`src/rtl/setpoint_pkg.sv`:
```
// rtl/setpoint_pkg.sv - shared state encoding and board-default limits for the setpoint editor
package setpoint_pkg;

    localparam int unsigned SP_W = 12;
    localparam int unsigned TO_W = 28;

    typedef enum logic [1:0] {
        ST_IDLE   = 2'b00,
        ST_EDIT_V = 2'b01,
        ST_EDIT_I = 2'b10
    } state_e;

    localparam logic [SP_W-1:0] DEF_V_MIN       = 12'd0;
    localparam logic [SP_W-1:0] DEF_V_MAX       = 12'd3000;
    localparam logic [SP_W-1:0] DEF_V_DEF       = 12'd500;
    localparam logic [SP_W-1:0] DEF_I_MIN       = 12'd0;
    localparam logic [SP_W-1:0] DEF_I_MAX       = 12'd2000;
    localparam logic [SP_W-1:0] DEF_I_DEF       = 12'd100;
    localparam logic [SP_W-1:0] DEF_STEP_FINE   = 12'd1;
    localparam logic [SP_W-1:0] DEF_STEP_COARSE = 12'd100;
    localparam logic [TO_W-1:0] DEF_TIMEOUT     = 28'd250_000_000;

endpackage

```
`src/rtl/setpoint_ctrl_sat_step.sv`:
```
// rtl/setpoint_ctrl_sat_step.sv - combinational saturating up/down step within [min,max]
module sat_step #(
    parameter int unsigned W = 12
) (
    input  logic [W-1:0] val_i,
    input  logic [W-1:0] step_i,
    input  logic [W-1:0] min_i,
    input  logic [W-1:0] max_i,
    input  logic         up_i,
    input  logic         dn_i,
    output logic [W-1:0] res_o
);

    logic [W:0] sum;
    logic [W:0] floor_thr;

    // One extra bit so neither val+step nor min+step can wrap before the compare.
    assign sum       = {1'b0, val_i} + {1'b0, step_i};
    assign floor_thr = {1'b0, min_i} + {1'b0, step_i};

    always_comb begin
        res_o = val_i;
        if (up_i && !dn_i) begin
            res_o = (sum > {1'b0, max_i}) ? max_i : sum[W-1:0];
        end else if (dn_i && !up_i) begin
            res_o = ({1'b0, val_i} < floor_thr) ? min_i : (val_i - step_i);
        end
    end

endmodule

```
`src/rtl/setpoint_ctrl.sv`:
```
// rtl/setpoint_ctrl.sv - key-driven voltage/current setpoint editor with timeout and commit strobe
module setpoint_ctrl
    import setpoint_pkg::*;
#(
    parameter int unsigned     W           = SP_W,
    parameter logic [W-1:0]    V_MIN       = DEF_V_MIN,
    parameter logic [W-1:0]    V_MAX       = DEF_V_MAX,
    parameter logic [W-1:0]    V_DEF       = DEF_V_DEF,
    parameter logic [W-1:0]    I_MIN       = DEF_I_MIN,
    parameter logic [W-1:0]    I_MAX       = DEF_I_MAX,
    parameter logic [W-1:0]    I_DEF       = DEF_I_DEF,
    parameter logic [W-1:0]    STEP_FINE   = DEF_STEP_FINE,
    parameter logic [W-1:0]    STEP_COARSE = DEF_STEP_COARSE,
    parameter logic [TO_W-1:0] TIMEOUT     = DEF_TIMEOUT
) (
    input  logic         clk,
    input  logic         rst_n,
    input  logic         key_set,
    input  logic         key_up,
    input  logic         key_down,
    input  logic         key_step,
    output logic [W-1:0] v_set,
    output logic [W-1:0] i_set,
    output logic [W-1:0] disp_val,
    output logic [1:0]   edit_sel,
    output logic         step_coarse,
    output logic         apply
);

    localparam logic [TO_W-1:0] TO_LAST = TIMEOUT - 28'd1;
    localparam logic [TO_W-1:0] TO_SAT  = {TO_W{1'b1}};

    state_e          state_q, state_d;
    logic [W-1:0]    v_set_q, v_set_d;
    logic [W-1:0]    i_set_q, i_set_d;
    logic [W-1:0]    v_sh_q, v_sh_d;
    logic [W-1:0]    i_sh_q, i_sh_d;
    logic [W-1:0]    disp_q, disp_d;
    logic            coarse_q, coarse_d;
    logic            apply_q, apply_d;
    logic [TO_W-1:0] cnt_q, cnt_d;

    logic [W-1:0] sat_val, sat_min, sat_max, sat_step_val, sat_res;
    logic         key_any;

    // Single stepper shared by both channels; the edit state picks its operand and bounds.
    assign sat_val      = (state_q == ST_EDIT_I) ? i_sh_q : v_sh_q;
    assign sat_min      = (state_q == ST_EDIT_I) ? I_MIN  : V_MIN;
    assign sat_max      = (state_q == ST_EDIT_I) ? I_MAX  : V_MAX;
    assign sat_step_val = coarse_q ? STEP_COARSE : STEP_FINE;
    assign key_any      = key_set | key_up | key_down | key_step;

    sat_step #(.W(W)) u_sat_step (
        .val_i  (sat_val),
        .step_i (sat_step_val),
        .min_i  (sat_min),
        .max_i  (sat_max),
        .up_i   (key_up),
        .dn_i   (key_down),
        .res_o  (sat_res)
    );

    always_comb begin
        state_d  = state_q;
        v_set_d  = v_set_q;
        i_set_d  = i_set_q;
        v_sh_d   = v_sh_q;
        i_sh_d   = i_sh_q;
        coarse_d = coarse_q;
        apply_d  = 1'b0;
        cnt_d    = cnt_q;
        disp_d   = disp_q;

        case (state_q)
            ST_IDLE: begin
                cnt_d = '0;
                if (key_set) begin
                    state_d = ST_EDIT_V;
                    v_sh_d  = v_set_q;
                    i_sh_d  = i_set_q;
                end
            end
            ST_EDIT_V, ST_EDIT_I: begin
                if (key_set) begin
                    cnt_d = '0;
                    if (state_q == ST_EDIT_V) begin
                        state_d = ST_EDIT_I;
                    end else begin
                        state_d = ST_IDLE;
                        v_set_d = v_sh_q;
                        i_set_d = i_sh_q;
                        apply_d = 1'b1;
                    end
                end else if (cnt_q == TO_LAST) begin
                    state_d  = ST_IDLE;
                    coarse_d = 1'b0;
                    cnt_d    = '0;
                end else begin
                    if (key_step) begin
                        coarse_d = ~coarse_q;
                    end
                    if (state_q == ST_EDIT_V) begin
                        v_sh_d = sat_res;
                    end else begin
                        i_sh_d = sat_res;
                    end
                    if (key_any) begin
                        cnt_d = '0;
                    end else if (cnt_q != TO_SAT) begin
                        cnt_d = cnt_q + 28'd1;
                    end
                end
            end
            default: begin
                state_d = ST_IDLE;
                cnt_d   = '0;
            end
        endcase

        // Display follows the state being entered so it lines up with edit_sel.
        case (state_d)
            ST_EDIT_V: disp_d = v_sh_d;
            ST_EDIT_I: disp_d = i_sh_d;
            default:   disp_d = v_set_d;
        endcase
    end

    always_ff @(posedge clk or negedge rst_n) begin
        if (!rst_n) begin
            state_q  <= ST_IDLE;
            v_set_q  <= V_DEF;
            i_set_q  <= I_DEF;
            v_sh_q   <= V_DEF;
            i_sh_q   <= I_DEF;
            disp_q   <= V_DEF;
            coarse_q <= 1'b0;
            apply_q  <= 1'b0;
            cnt_q    <= '0;
        end else begin
            state_q  <= state_d;
            v_set_q  <= v_set_d;
            i_set_q  <= i_set_d;
            v_sh_q   <= v_sh_d;
            i_sh_q   <= i_sh_d;
            disp_q   <= disp_d;
            coarse_q <= coarse_d;
            apply_q  <= apply_d;
            cnt_q    <= cnt_d;
        end
    end

    assign v_set       = v_set_q;
    assign i_set       = i_set_q;
    assign disp_val    = disp_q;
    assign edit_sel    = state_q;
    assign step_coarse = coarse_q;
    assign apply       = apply_q;

endmodule
```
`config.mk`:
```
export PLATFORM = sky130hd
export DESIGN_NAME = setpoint_ctrl
export DESIGN_NICKNAME = d
export VERILOG_FILES = /design/src/rtl/setpoint_pkg.sv /design/src/rtl/setpoint_ctrl_sat_step.sv /design/src/rtl/setpoint_ctrl.sv
export SDC_FILE = /design/constraint.sdc
export NUM_CORES = 1
export LEC_CHECK = 0
export CORE_UTILIZATION = 40
export DETAILED_ROUTE_END_ITERATION = 8
export PLACE_DENSITY = 0.65
export SYNTH_ARGS = -nofsm -noshare
export SYNTH_HDL_FRONTEND = slang
export SYNTH_SLANG_ARGS = --single-unit
export TNS_END_PERCENT = 30
```
`constraint.sdc`:
```
create_clock -name clk -period 7.65 [get_ports clk]
set_input_delay 1.1475 -clock clk [delete_from_list [all_inputs] [get_ports clk]]
set_output_delay 1.1475 -clock clk [all_outputs]
set_load 0.1 [all_outputs]
```
==> metrics.md, run 1 <==
| Metric | Value |
|---|---|
| #FFs+latches synth | `92` |
| Status | `finished, final reports clean` |
| Core area | `14500 sq um` |
| CP Cell Sequence | `inv_1 > ha_1 > buf_4 > mux2i_1 > inv_1 > ha_1 > nor2b_1 > or2_2 > o2111a_2 > a21boi_0 > xnor2_1 > ha_1 > o2111ai_1 > a41oi_1 > o211a_1 > nand4_1 > a21oi_2 > o21ai_0 > a221oi_1 > nor2_1` |
| Pre-CTS WS | `2.02 ns` |
| Syn avg cell area | `8.76 sq um` |
| CP Buf/Inv Count | `3` |
| Layout Skew | `0.0136 ns` |
| Pin count of the biggest net entering global routing | `73` |
| Warnings from Yosys | `0` |
| Worst reg-to-reg setup slack | `1.93 ns` |
| Sequential area share after synthesis | `39.1%` |
| Area after DPL | `6540 sq um` |
| Worst setup SP type | `flip-flop` |
| CP top delay family | `compound AO/OA/AOI/OAI gates` |
| Row cnt | `44` |
| Die X | `124 microns` |
| Die Ht | `124 microns` |
| Crit end category | `flip-flop` |
| Global route total overflow | `0` |
| Clock H-tree levels | `3` |
| Peak supply drop | `0.000335 V` |
| Dpl hpwl | `12600 microns` |
| Final GP Congestion | `0.962` |
| Initial antenna violation count | `0` |
| Post-Synthesis Net Count | `711` |
| Worst EP arrival | `5.97 ns` |
| Synth cell types | `78` |
| Post-synth EDFFs | `0` |
| Ys flop type | `dfrtp_1` |
| Clock buffer depth | `2` |
| Power Density | `465 nW/um^2` |
| DR DRC count | `0` |
| # clock sinks | `92` |
| Synth top area cells | `dfrtp_1, dfstp_2, nand2_1` |
| Share of layout cells above drive strength 1 | `11.5%` |
| RSZ-0062 raised after global routing | `false` |
| Cell Area, Synth | `5960 sq um` |
| CTS-repair resized insts | `0` |
| Asr flop ratio synth | `100%` |
| Crit Path Max Fanout | `20` |
| Worst min path class | `reg -> reg` |
| Synth-to-layout area growth | `14.4%` |
| PortBufs | `45` |
| Clock slew at reported path FFs | `0.08 ns` |
| Fin. Hold Viols | `0` |
| Post-route setup slack | `1.93 ns` |
| Synth cell count leaders | `nand2_1, dfrtp_1, nor2_1, nand3_1` |
| Crit-path slowest cell | `ha_1` |
| Post-layout min period | `5.72 ns` |
| Crit path largest cell delay | `0.58 ns` |
| Most frequent cell after synthesis | `nand2_1` |
| DRT Pass-1 Iters | `4` |
| Req. time, crit path | `7.89 ns` |
| Most frequent CP cell | `ha_1` |
| Starting DRT DRC Count | `326` |
| CTS Buf Count | `9` |
| Period utilization | `74.8%` |
| Post-Layout Inst Area | `6820 sq um` |
| Post-CTS Setup Bufs | `0` |
| Number of global-route vias before repair | `5076` |
| I/O pins | `46` |
| First-pass GRT wire length | `27000 microns` |
| CP Class | `reg -> reg` |
| Slew Viols, Final | `0` |
| F_max | `175 MHz` |
| Post-Syn Instances | `681` |
| Clock root cell | `clkbuf_16` |
| # hold bufs at CTS | `0` |
| Worst rel slew slack | `28.4%` |
| Wire per inst | `18.9 microns` |
| Total negative slack | `0 ns` |
| Slew @ Worst Pin | `1.06 ns` |
| Antenna Diode Count | `0` |
| Synth area leader | `dfrtp_1` |
| Vias | `5257` |
| Final net count | `740` |
| MaxCap Viol Count | `0` |
| Share of the synthesized area in the top cell type | `28.5%` |
| P_leak | `2.89 nW` |
| CTS tree | `built` |
| Die area | `15400 sq um` |
| Final setup vio count | `0` |
| Routed wire length | `17000 microns` |
| Starting Density | `41.0%` |
| Routed Antenna Nets | `0` |
| Vias per cell | `5.85` |
| Latest clock arrival within the worst-skew pair | `0.37 ns` |
| GRT Total Usage | `23.2%` |
through the flow:
stage / hold WS, ns / cells / power (mW) / util (%)
global placement: 0.459 / 883 / 2.70 / 45.0
detailed placement: 0.461 / 883 / 2.72 / 45.0
global route: 0.491 / 899 / 3.35 / 46.9
CTS: 0.473 / 899 / 3.17 / 46.9
finish: 0.469 / 899 / 3.17 / 46.9
floorplan: 0.440 / 681 / 2.24 / -
worst paths after layout:
| path | start | end | cells past startpoint |
|---|---|---|---|
| worst max-delay path | edit_sel[0]$_DFF_PN0_ | disp_val[1]$_DFF_PN0_ | 20 |
| worst min-delay path | i_sh_q[5]$_DFF_PN1_ | i_set[5]$_DFFE_PN1P_ | 2 |
| worst max register to register | edit_sel[0]$_DFF_PN0_ | disp_val[1]$_DFF_PN0_ | 20 |
| worst min register to register | i_sh_q[5]$_DFF_PN1_ | i_set[5]$_DFFE_PN1P_ | 2 |
| max in group asynchronous | rst_n | disp_val[10]$_DFF_PN0_ | 2 |
| min in group asynchronous | rst_n | cnt_q[16]$_DFFE_PN0P_ | 1 |
flip-flops by register name, indices dropped and copies added, names as in the netlist:
name / count
apply: 1
cnt_q: 28
disp_val: 12
edit_sel: 2
i_set: 12
i_sh_q: 12
step_coarse: 1
v_set: 12
v_sh_q: 12
worst reg2reg max path, stage by stage (launching register included):
cell and delay [ns]:
dfrtp_1 0.42, inv_1 0.11, ha_1 0.58, buf_4 0.39
mux2i_1 0.35, inv_1 0.13, ha_1 0.39, nor2b_1 0.10
or2_2 0.29, o2111a_2 0.32, a21boi_0 0.15, xnor2_1 0.16
ha_1 0.32, o2111ai_1 0.11, a41oi_1 0.18, o211a_1 0.23
nand4_1 0.18, a21oi_2 0.54, o21ai_0 0.27, a221oi_1 0.29
nor2_1 0.07
per-layer routing:
layer	part of all wire, %	up-vias	wire length [microns]	global-route usage, %
met5	0	-	0	0
met4	3.9	0	665	12.7
met3	4.1	41	694	3.48
met2	45	159	7690	35.0
met1	47	2558	7960	31.8
li1	-	2499	-	-
layout by cell type (no fill, tap or decap), types with 11 or more instances in the layout:
cell type,instances
clkdlybuf4s50_1,44
dfstp_2,24
xnor2_1,16
inv_1,26
a22oi_1,20
ha_1,24
xor2_1,24
dfrtp_1,68
nor2_1,66
nand2_1,112
nor3_1,11
nand3_1,38
a21oi_1,22
o21ai_1,13
o21ai_0,26
cells by family (layout without fill, tap and decap cells):
kind of cell,count (synthesis),count (layout),synth area share (%)
AND/OR/NAND/NOR,290,290,23.6
AO/OA/AOI/OAI,159,159,18.7
flip-flops,92,92,39.1
buffers and inverters,57,91,3.86
XOR/XNOR,41,41,6.15
adder cells (fa/ha/maj),24,24,5.04
multiplexers,18,18,3.59
cell type report:
cell class | instances | area, sq um
clock buffer | 9 | 225
clock inverter | 7 | 56.3
fill | 1430 | 7710
tap | 184 | 230
multi-input combinational | 532 | 3400
timing repair buffer | 49 | 478
sequential | 92 | 2330
inverter | 26 | 97.6
power by group:
group,switching (mW),leakage [nW],internal [mW]
logic,1.39,1.56,0.574
registers,0.123,1.18,0.645
clock network,0.219,0.142,0.226
(Power assumes the default switching activity.)
==> run 2, diff against run 1 <==
Clock period 7.65 ns to 5.9 ns, I/O delays scaled along.
==> run 2 against run 1 <==
Effect of this change:
- worst setup slack got worse by 1.3 ns
- clock power rose by 32%
- core utilization barely moved
- clock skew increased by 0.0011 ns
- register-to-register slack lost 1.3 ns
- power grew 30%
- fmax increased by 9.1%
- via count rose by 0.61%
- sequential power grew 30%
- global-route usage is 0.068 points higher
- combinational power up 30%
- cell area barely moved
- critical path type unchanged
- critical endpoint is now disp_val[11]$_DFF_PN0_
- largest cell class unchanged
==> metrics.md, run 2 (same netlist as run 1, synthesis figures left out) <==
| Metric | Value |
|---|---|
| Core area | `14500 sq um (unchanged)` |
| Antenna Diode Count | `0 (unchanged)` |
| Clock slew at reported path FFs | `0.08 ns (about the same)` |
| CTS-repair resized insts | `0 (unchanged)` |
| GRT met3 Usage | `2.93% (was 3.48%)` |
| Fin. Hold Viols | `0 (unchanged)` |
| Most common cell after layout, fill and taps aside | `nand2_1 (unchanged)` |
| R2R Path End | `disp_val[11]$_DFF_PN0_ (was disp_val[1]$_DFF_PN0_)` |
| DRT Pass-1 Iters | `5 (was 4)` |
| Total negative slack | `0 ns (unchanged)` |
| PortBufs | `45 (unchanged)` |
| CTS tree | `built (unchanged)` |
| Worst EP arrival | `5.49 ns (was 5.97 ns)` |
| GR Util met1 | `32.3% (was 31.8%)` |
| Worst setup SP type | `flip-flop (unchanged)` |
| Initial antenna violation count | `0 (unchanged)` |
| Biggest register | `cnt_q (unchanged)` |
| Worst min path class | `in -> async (was reg -> reg)` |
| Power Density | `605 nW/um^2 (was 465 nW/um^2)` |
| DR DRC count | `0 (unchanged)` |
| CP Cell Sequence | `inv_1 > ha_1 > mux2i_1 > inv_1 > ha_1 > nor2b_1 > or2_2 > o2111a_2 > a21boi_0 > xnor2_1 > ha_1 > o2111ai_1 > a41oi_1 > o211a_1 > nand4_1 > a211oi_1 > o21ba_2 > mux2i_2 > a211oi_2 (was inv_1 > ha_1 > buf_4 > mux2i_1 > inv_1 > ha_1 > nor2b_1 > or2_2 > o2111a_2 > a21boi_0 > xnor2_1 > ha_1 > o2111ai_1 > a41oi_1 > o211a_1 > nand4_1 > a21oi_2 > o21ai_0 > a221oi_1 > nor2_1)` |
| Worst reg-to-reg setup slack | `0.65 ns (was 1.93 ns)` |
| MaxCap Viol Count | `0 (unchanged)` |
| CP Buf/Inv Count | `2 (was 3)` |
| Share of layout cells above drive strength 1 | `11.5% (unchanged)` |
| Clock buffer depth | `2 (unchanged)` |
| CTS Buf Count | `9 (unchanged)` |
| Crit path largest cell delay | `0.61 ns (was 0.58 ns)` |
| Post-layout min period | `5.25 ns (was 5.72 ns)` |
| Final GP Congestion | `0.984 (was 0.962)` |
| GRT Max-Usage Layer | `met2 (unchanged)` |
| Req. time, crit path | `6.14 ns (was 7.89 ns)` |
| Die Ht | `124 microns (unchanged)` |
| First-pass GRT wire length | `26900 microns (was 27000 microns)` |
| Dpl hpwl | `12500 microns (was 12600 microns)` |
| Starting DRT DRC Count | `382 (was 326)` |
| Most frequent CP cell | `ha_1 (unchanged)` |
| Max reg flops | `28 (unchanged)` |
| Final core utilization | `47.0% (was 46.9%)` |
| GRT Total Usage | `23.3% (was 23.2%)` |
| I/O pins | `46 (unchanged)` |
| Vias per cell | `5.88 (was 5.85)` |
| # fillers | `1415 (was 1430)` |
| Total power | `4.13 mW (was 3.17 mW)` |
| Final net count | `740 (unchanged)` |
| Worst rel slew slack | `32.5% (was 28.4%)` |
| Slew Viols, Final | `0 (unchanged)` |
| Die X | `124 microns (unchanged)` |
| Die area | `15400 sq um (unchanged)` |
| Leading cell types in the layout, fill and taps excluded | `nand2_1, dfrtp_1, nor2_1 (unchanged)` |
| Number of global-route vias before repair | `4891 (was 5076)` |
| Clock H-tree levels | `3 (unchanged)` |
| Peak supply drop | `0.000493 V (was 0.000335 V)` |
| R2R depth | `19 (was 20)` |
| CP Class | `reg -> reg (unchanged)` |
| Latest clock arrival within the worst-skew pair | `0.37 ns (about the same)` |
| Status | `finished, final reports clean (unchanged)` |
| Row cnt | `44 (unchanged)` |
| Critical R2R Launch | `edit_sel[0]$_DFF_PN0_ (unchanged)` |
| Fin Hold WS | `0.391 ns (was 0.469 ns)` |
| F_max | `191 MHz (was 175 MHz)` |
| P_leak | `2.89 nW (about the same)` |
| # hold bufs at CTS | `0 (unchanged)` |
| Wire per inst | `18.9 microns (about the same)` |
| Crit-path slowest cell | `a211oi_1 (was ha_1)` |
| Final setup vio count | `0 (unchanged)` |
| Starting Density | `41.0% (unchanged)` |
| Vias | `5289 (was 5257)` |
| Routed Antenna Nets | `0 (unchanged)` |
| RSZ-0062 raised after global routing | `false (unchanged)` |
| # clock sinks | `92 (unchanged)` |
| Pin count of the biggest net entering global routing | `72 (was 73)` |
| Met2 usage in global routing | `36.3% (was 35.0%)` |
| Clock root cell | `clkbuf_16 (unchanged)` |
| Routed wire length | `17000 microns (about the same)` |
| Synth-to-layout area growth | `14.5% (was 14.4%)` |
| Crit Path Max Fanout | `7 (was 20)` |
| Layout Skew | `0.0147 ns (was 0.0136 ns)` |
| Crit end category | `flip-flop (unchanged)` |
| Post-CTS Setup Bufs | `0 (unchanged)` |
| Period utilization | `89.0% (was 74.8%)` |
| CP top delay family | `compound AO/OA/AOI/OAI gates (unchanged)` |
| Global route total overflow | `0 (unchanged)` |
| Slew @ Worst Pin | `1.01 ns (was 1.06 ns)` |
run 2: cell count changes in the layout (fill, tap and decap cells not counted):
cell      before  now
clkinv_2       2    1
inv_8          1    2
run 2: layout make-up:
type	instances	area, sq um	area share, %
multi-input cells	532	3400	49.8
clock buffers	9	225	3.30
repair buffers	49	478	7.00
clock inverters	7	62.6	0.916
flip-flops and latches	92	2330	34.2
inverters	26	97.6	1.43
well taps	184	230	3.37
run 2: power breakdown:
part | switching, mW | internal, mW | total, mW
Combinational | 1.79 | 0.744 | 2.54
Clock | 0.291 | 0.297 | 0.587
Sequential | 0.168 | 0.836 | 1.00
run 2: metrics by stage:
step / instances / worst slack, ns / area [sq um]
after global placement: 883 / 0.951 / 6540
after detailed placement: 883 / 0.722 / 6540
final: 899 / 0.652 / 6830
after floorplan: 681 / 0.420 / 5960
after CTS: 899 / 0.680 / 6830
after global routing: 899 / 0.243 / 6830
run 2: metal layers:
layer  routed length, microns  vias to the layer above
li1                         -                     2495
met1                     7750                     2574
met5                        0                        -
met3                      885                       38
met4                      521                        0
met2                     7820                      182
run 2: worst max-delay path by stage:
| stage | startpoint | to | cells after the start |
|---|---|---|---|
| after detailed placement | edit_sel[0]$_DFF_PN0_ | disp_val[11]$_DFF_PN0_ | 19 |
| final | edit_sel[0]$_DFF_PN0_ | disp_val[11]$_DFF_PN0_ | 19 |
| after global routing | edit_sel[0]$_DFF_PN0_ | disp_val[11]$_DFF_PN0_ | 19 |
| after CTS | edit_sel[0]$_DFF_PN0_ | disp_val[11]$_DFF_PN0_ | 19 |
| after floorplan | edit_sel[0]$_DFF_PN0_ | disp_val[6]$_DFF_PN1_ | 22 |
| after global placement | edit_sel[0]$_DFF_PN0_ | disp_val[11]$_DFF_PN0_ | 19 |
==> run 3, diff against run 2 <==
Settings changed: CELL_PAD_IN_SITES_DETAIL_PLACEMENT from default to 1, CELL_PAD_IN_SITES_GLOBAL_PLACEMENT from default to 2, CORE_UTILIZATION 40 to 37, PLACE_DENSITY 0.65 to 0.88.
Clock period 5.9 ns to 5.2 ns, I/O delays scaled along.
==> run 3 against run 2 <==
Effect of this change:
- clock power grew 34%
- count of clock-buffer cells in the layout grew 3
- sequential share of layout area shrank 1.0 points
- critical endpoint is now disp_val[4]$_DFF_PN1_
- fmax grew 7.8%
- clock skew shrank 0.0062 ns
- cell area grew 3.2%
- largest power group unchanged
- sequential cell count is the same
- critical path depth shrank 1
- sequential power grew 15%
- core utilization shrank 2.4 points
- global-route usage grew 3.2 points
- hold slack gained 0.099 ns
==> metrics.md, run 3 (same netlist as run 1, synthesis figures left out) <==
| Metric | Value |
|---|---|
| Clock root cell | `clkbuf_16 (unchanged)` |
| Starting DRT DRC Count | `383 (was 382)` |
| CTS Buf Count | `9 (unchanged)` |
| Clock H-tree levels | `3 (unchanged)` |
| RSZ-0062 raised after global routing | `false (unchanged)` |
| Synth-to-layout area growth | `18.2% (was 14.5%)` |
| GRT Total Usage | `26.5% (was 23.3%)` |
| # clock sinks | `92 (unchanged)` |
| Status | `finished, final reports clean (unchanged)` |
| Crit Path Max Fanout | `12 (was 7)` |
| Share of layout cells above drive strength 1 | `13.4% (was 11.5%)` |
| Final setup vio count | `0 (unchanged)` |
| Fin. Hold Viols | `0 (unchanged)` |
| Row cnt | `46 (was 44)` |
| Vias | `5488 (was 5289)` |
| Peak supply drop | `0.000365 V (was 0.000493 V)` |
| Leading cell types in the layout, fill and taps excluded | `nand2_1, nor2_1, dfrtp_1 (was nand2_1, dfrtp_1, nor2_1)` |
| Worst EP arrival | `5.16 ns (was 5.49 ns)` |
| CTS tree | `built (unchanged)` |
| Number of global-route vias before repair | `5926 (was 4891)` |
| Period utilization | `93.6% (was 89.0%)` |
| Power Density | `704 nW/um^2 (was 605 nW/um^2)` |
| Routed wire length | `20600 microns (was 17000 microns)` |
| Clk network pwr share | `15.8% (was 14.2%)` |
| Global route total overflow | `0 (unchanged)` |
| Clock buffer depth | `2 (unchanged)` |
| Layout Skew | `0.00850 ns (was 0.0147 ns)` |
| Die Ht | `129 microns (was 124 microns)` |
| Final core utilization | `44.5% (was 47.0%)` |
| Clock slew at reported path FFs | `0.07 ns (was 0.08 ns)` |
| Core area | `15800 sq um (was 14500 sq um)` |
| DRT Pass-1 Iters | `4 (was 5)` |
| P_sw | `2.65 mW (was 2.25 mW)` |
| Total power | `4.96 mW (was 4.13 mW)` |
| Worst rel slew slack | `26.8% (was 32.5%)` |
| Final net count | `749 (was 740)` |
| Worst min path class | `in -> async (unchanged)` |
| Vias per cell | `5.84 (was 5.88)` |
| Slew @ Worst Pin | `1.10 ns (was 1.01 ns)` |
| Biggest register | `cnt_q (unchanged)` |
| I/O pins | `46 (unchanged)` |
| Slew Viols, Final | `0 (unchanged)` |
| First-pass GRT wire length | `33300 microns (was 26900 microns)` |
| Dpl hpwl | `15000 microns (was 12500 microns)` |
| F_max | `205 MHz (was 191 MHz)` |
| Worst setup SP type | `flip-flop (unchanged)` |
| Final GP Congestion | `0.937 (was 0.984)` |
| P_int | `2.32 mW (was 1.88 mW)` |
| Logic pwr share | `61.1% (was 61.5%)` |
| Die area | `16600 sq um (was 15400 sq um)` |
| Fin Hold WS | `0.490 ns (was 0.391 ns)` |
| Req. time, crit path | `5.49 ns (was 6.14 ns)` |
| Seq pwr share | `23.1% (was 24.3%)` |
| DR DRC count | `0 (unchanged)` |
| Latest clock arrival within the worst-skew pair | `0.36 ns (was 0.37 ns)` |
| # fillers | `1854 (was 1415)` |
| PortBufs | `45 (unchanged)` |
| Pin count of the biggest net entering global routing | `59 (was 72)` |
| Critical R2R Launch | `edit_sel[0]$_DFF_PN0_ (unchanged)` |
| Routed Antenna Nets | `0 (unchanged)` |
| Starting Density | `37.7% (was 41.0%)` |
| Initial antenna violation count | `0 (unchanged)` |
| P_leak | `2.96 nW (was 2.89 nW)` |
| Crit. Startpoint | `edit_sel[0]$_DFF_PN0_ (unchanged)` |
| CP Class | `reg -> reg (unchanged)` |
| MaxCap Viol Count | `0 (unchanged)` |
| Switching portion of total power | `53.3% (was 54.5%)` |
| Die X | `129 microns (was 124 microns)` |
| Crit end category | `flip-flop (unchanged)` |
| Wire per inst | `21.9 microns (was 18.9 microns)` |
| Antenna Diode Count | `0 (unchanged)` |
| Max reg flops | `28 (unchanged)` |
| Most common cell after layout, fill and taps aside | `nand2_1 (unchanged)` |
| Post-layout min period | `4.87 ns (was 5.25 ns)` |
-- run 3: cell types whose count changed in the layout (fill, tap and decap cells not counted), sizes merged --
cell	delta
buf	+9
inv	-5
bufinv	+3
clkbuf	+3
clkinv	-1
-- run 3: power groups by stage --
| stage | Combinational [mW] | Clock (mW) | Sequential, mW |
|---|---|---|---|
| 5_1_grt | 3.23 | 0.825 | 1.17 |
| 3_3_place_gp | 2.91 | 0 | 1.15 |
| 4_1_cts | 3.00 | 0.801 | 1.15 |
| 3_5_place_dp | 2.98 | 0 | 1.15 |
| 6_report | 3.03 | 0.785 | 1.15 |
| 2_1_floorplan | 1.42 | 0 | 1.88 |
-- run 3: through the flow --
step | setup TNS, ns | instance area (sq um) | setup slack (ns) | instances
6_report | 0 | 7050 | 0.331 | 940
5_1_grt | 0 | 7050 | 0.0284 | 940
4_1_cts | 0 | 6990 | 0.0278 | 937
3_5_place_dp | -1.87 | 6630 | -0.221 | 921
3_3_place_gp | 0 | 6630 | 0.0871 | 921
2_1_floorplan | 0 | 5970 | 0.0289 | 681
-- run 3: final cells by class --
| class | count | area (sq um) | area share, % |
|---|---|---|---|
| repair buffers | 58 | 546 | 7.74 |
| flip-flops and latches | 92 | 2330 | 33.1 |
| clock inverters | 4 | 95.1 | 1.35 |
| inverters | 26 | 97.6 | 1.38 |
| well taps | 216 | 270 | 3.83 |
| multi-input cells | 532 | 3450 | 48.9 |
| clock buffers | 12 | 256 | 3.64 |
-- run 3: per-layer routing --
layer	vias to the layer above	global-route usage, %	share of wire, %
li1	2503	-	-
met1	2801	33.4	44
met2	143	44.1	48
met3	41	4.49	4.1
met4	0	12.9	3.9
met5	-	0	0
-- run 3: path summary, 6_finish.rpt --
path                                         endpoint  slack [ns]  cells after the start
worst max-delay path            disp_val[4]$_DFF_PN1_        0.33                     18
worst min-delay path             i_set[9]$_DFFE_PN0P_        0.49                      1
worst max register to register  disp_val[4]$_DFF_PN1_        0.33                     18
worst min register to register   i_set[5]$_DFFE_PN1P_        0.49                      2
max in group asynchronous       cnt_q[25]$_DFFE_PN0P_        3.76                      2
min in group clk                 i_set[5]$_DFFE_PN1P_        0.49                      2
-- run 3: what timing repair did --
| item | in CTS | in global routing |
|---|---|---|
| hold buffers | 0 | 0 |
| pin swaps | 0 | 2 |
| setup endpoints to repair | 19 | 22 |
| gates resized for setup | 2 | 6 |
| buffers inserted | 0 | 3 |
-- run 3: worst max-delay path: stages (launching register included) --
cell and delay [ns]:
dfrtp_2 0.43, inv_1 0.14, ha_4 0.29, mux2_2 0.41, ha_1 0.33, nor2b_1 0.22, a2111o_1 0.17, o2111a_2 0.27
a21boi_0 0.28, xnor2_1 0.14, ha_1 0.34, o2111ai_1 0.12, a41oi_1 0.19, o211a_1 0.22, nand4_1 0.26, and4_1 0.36
o31ai_1 0.32, a221oi_1 0.17, nor2_1 0.14
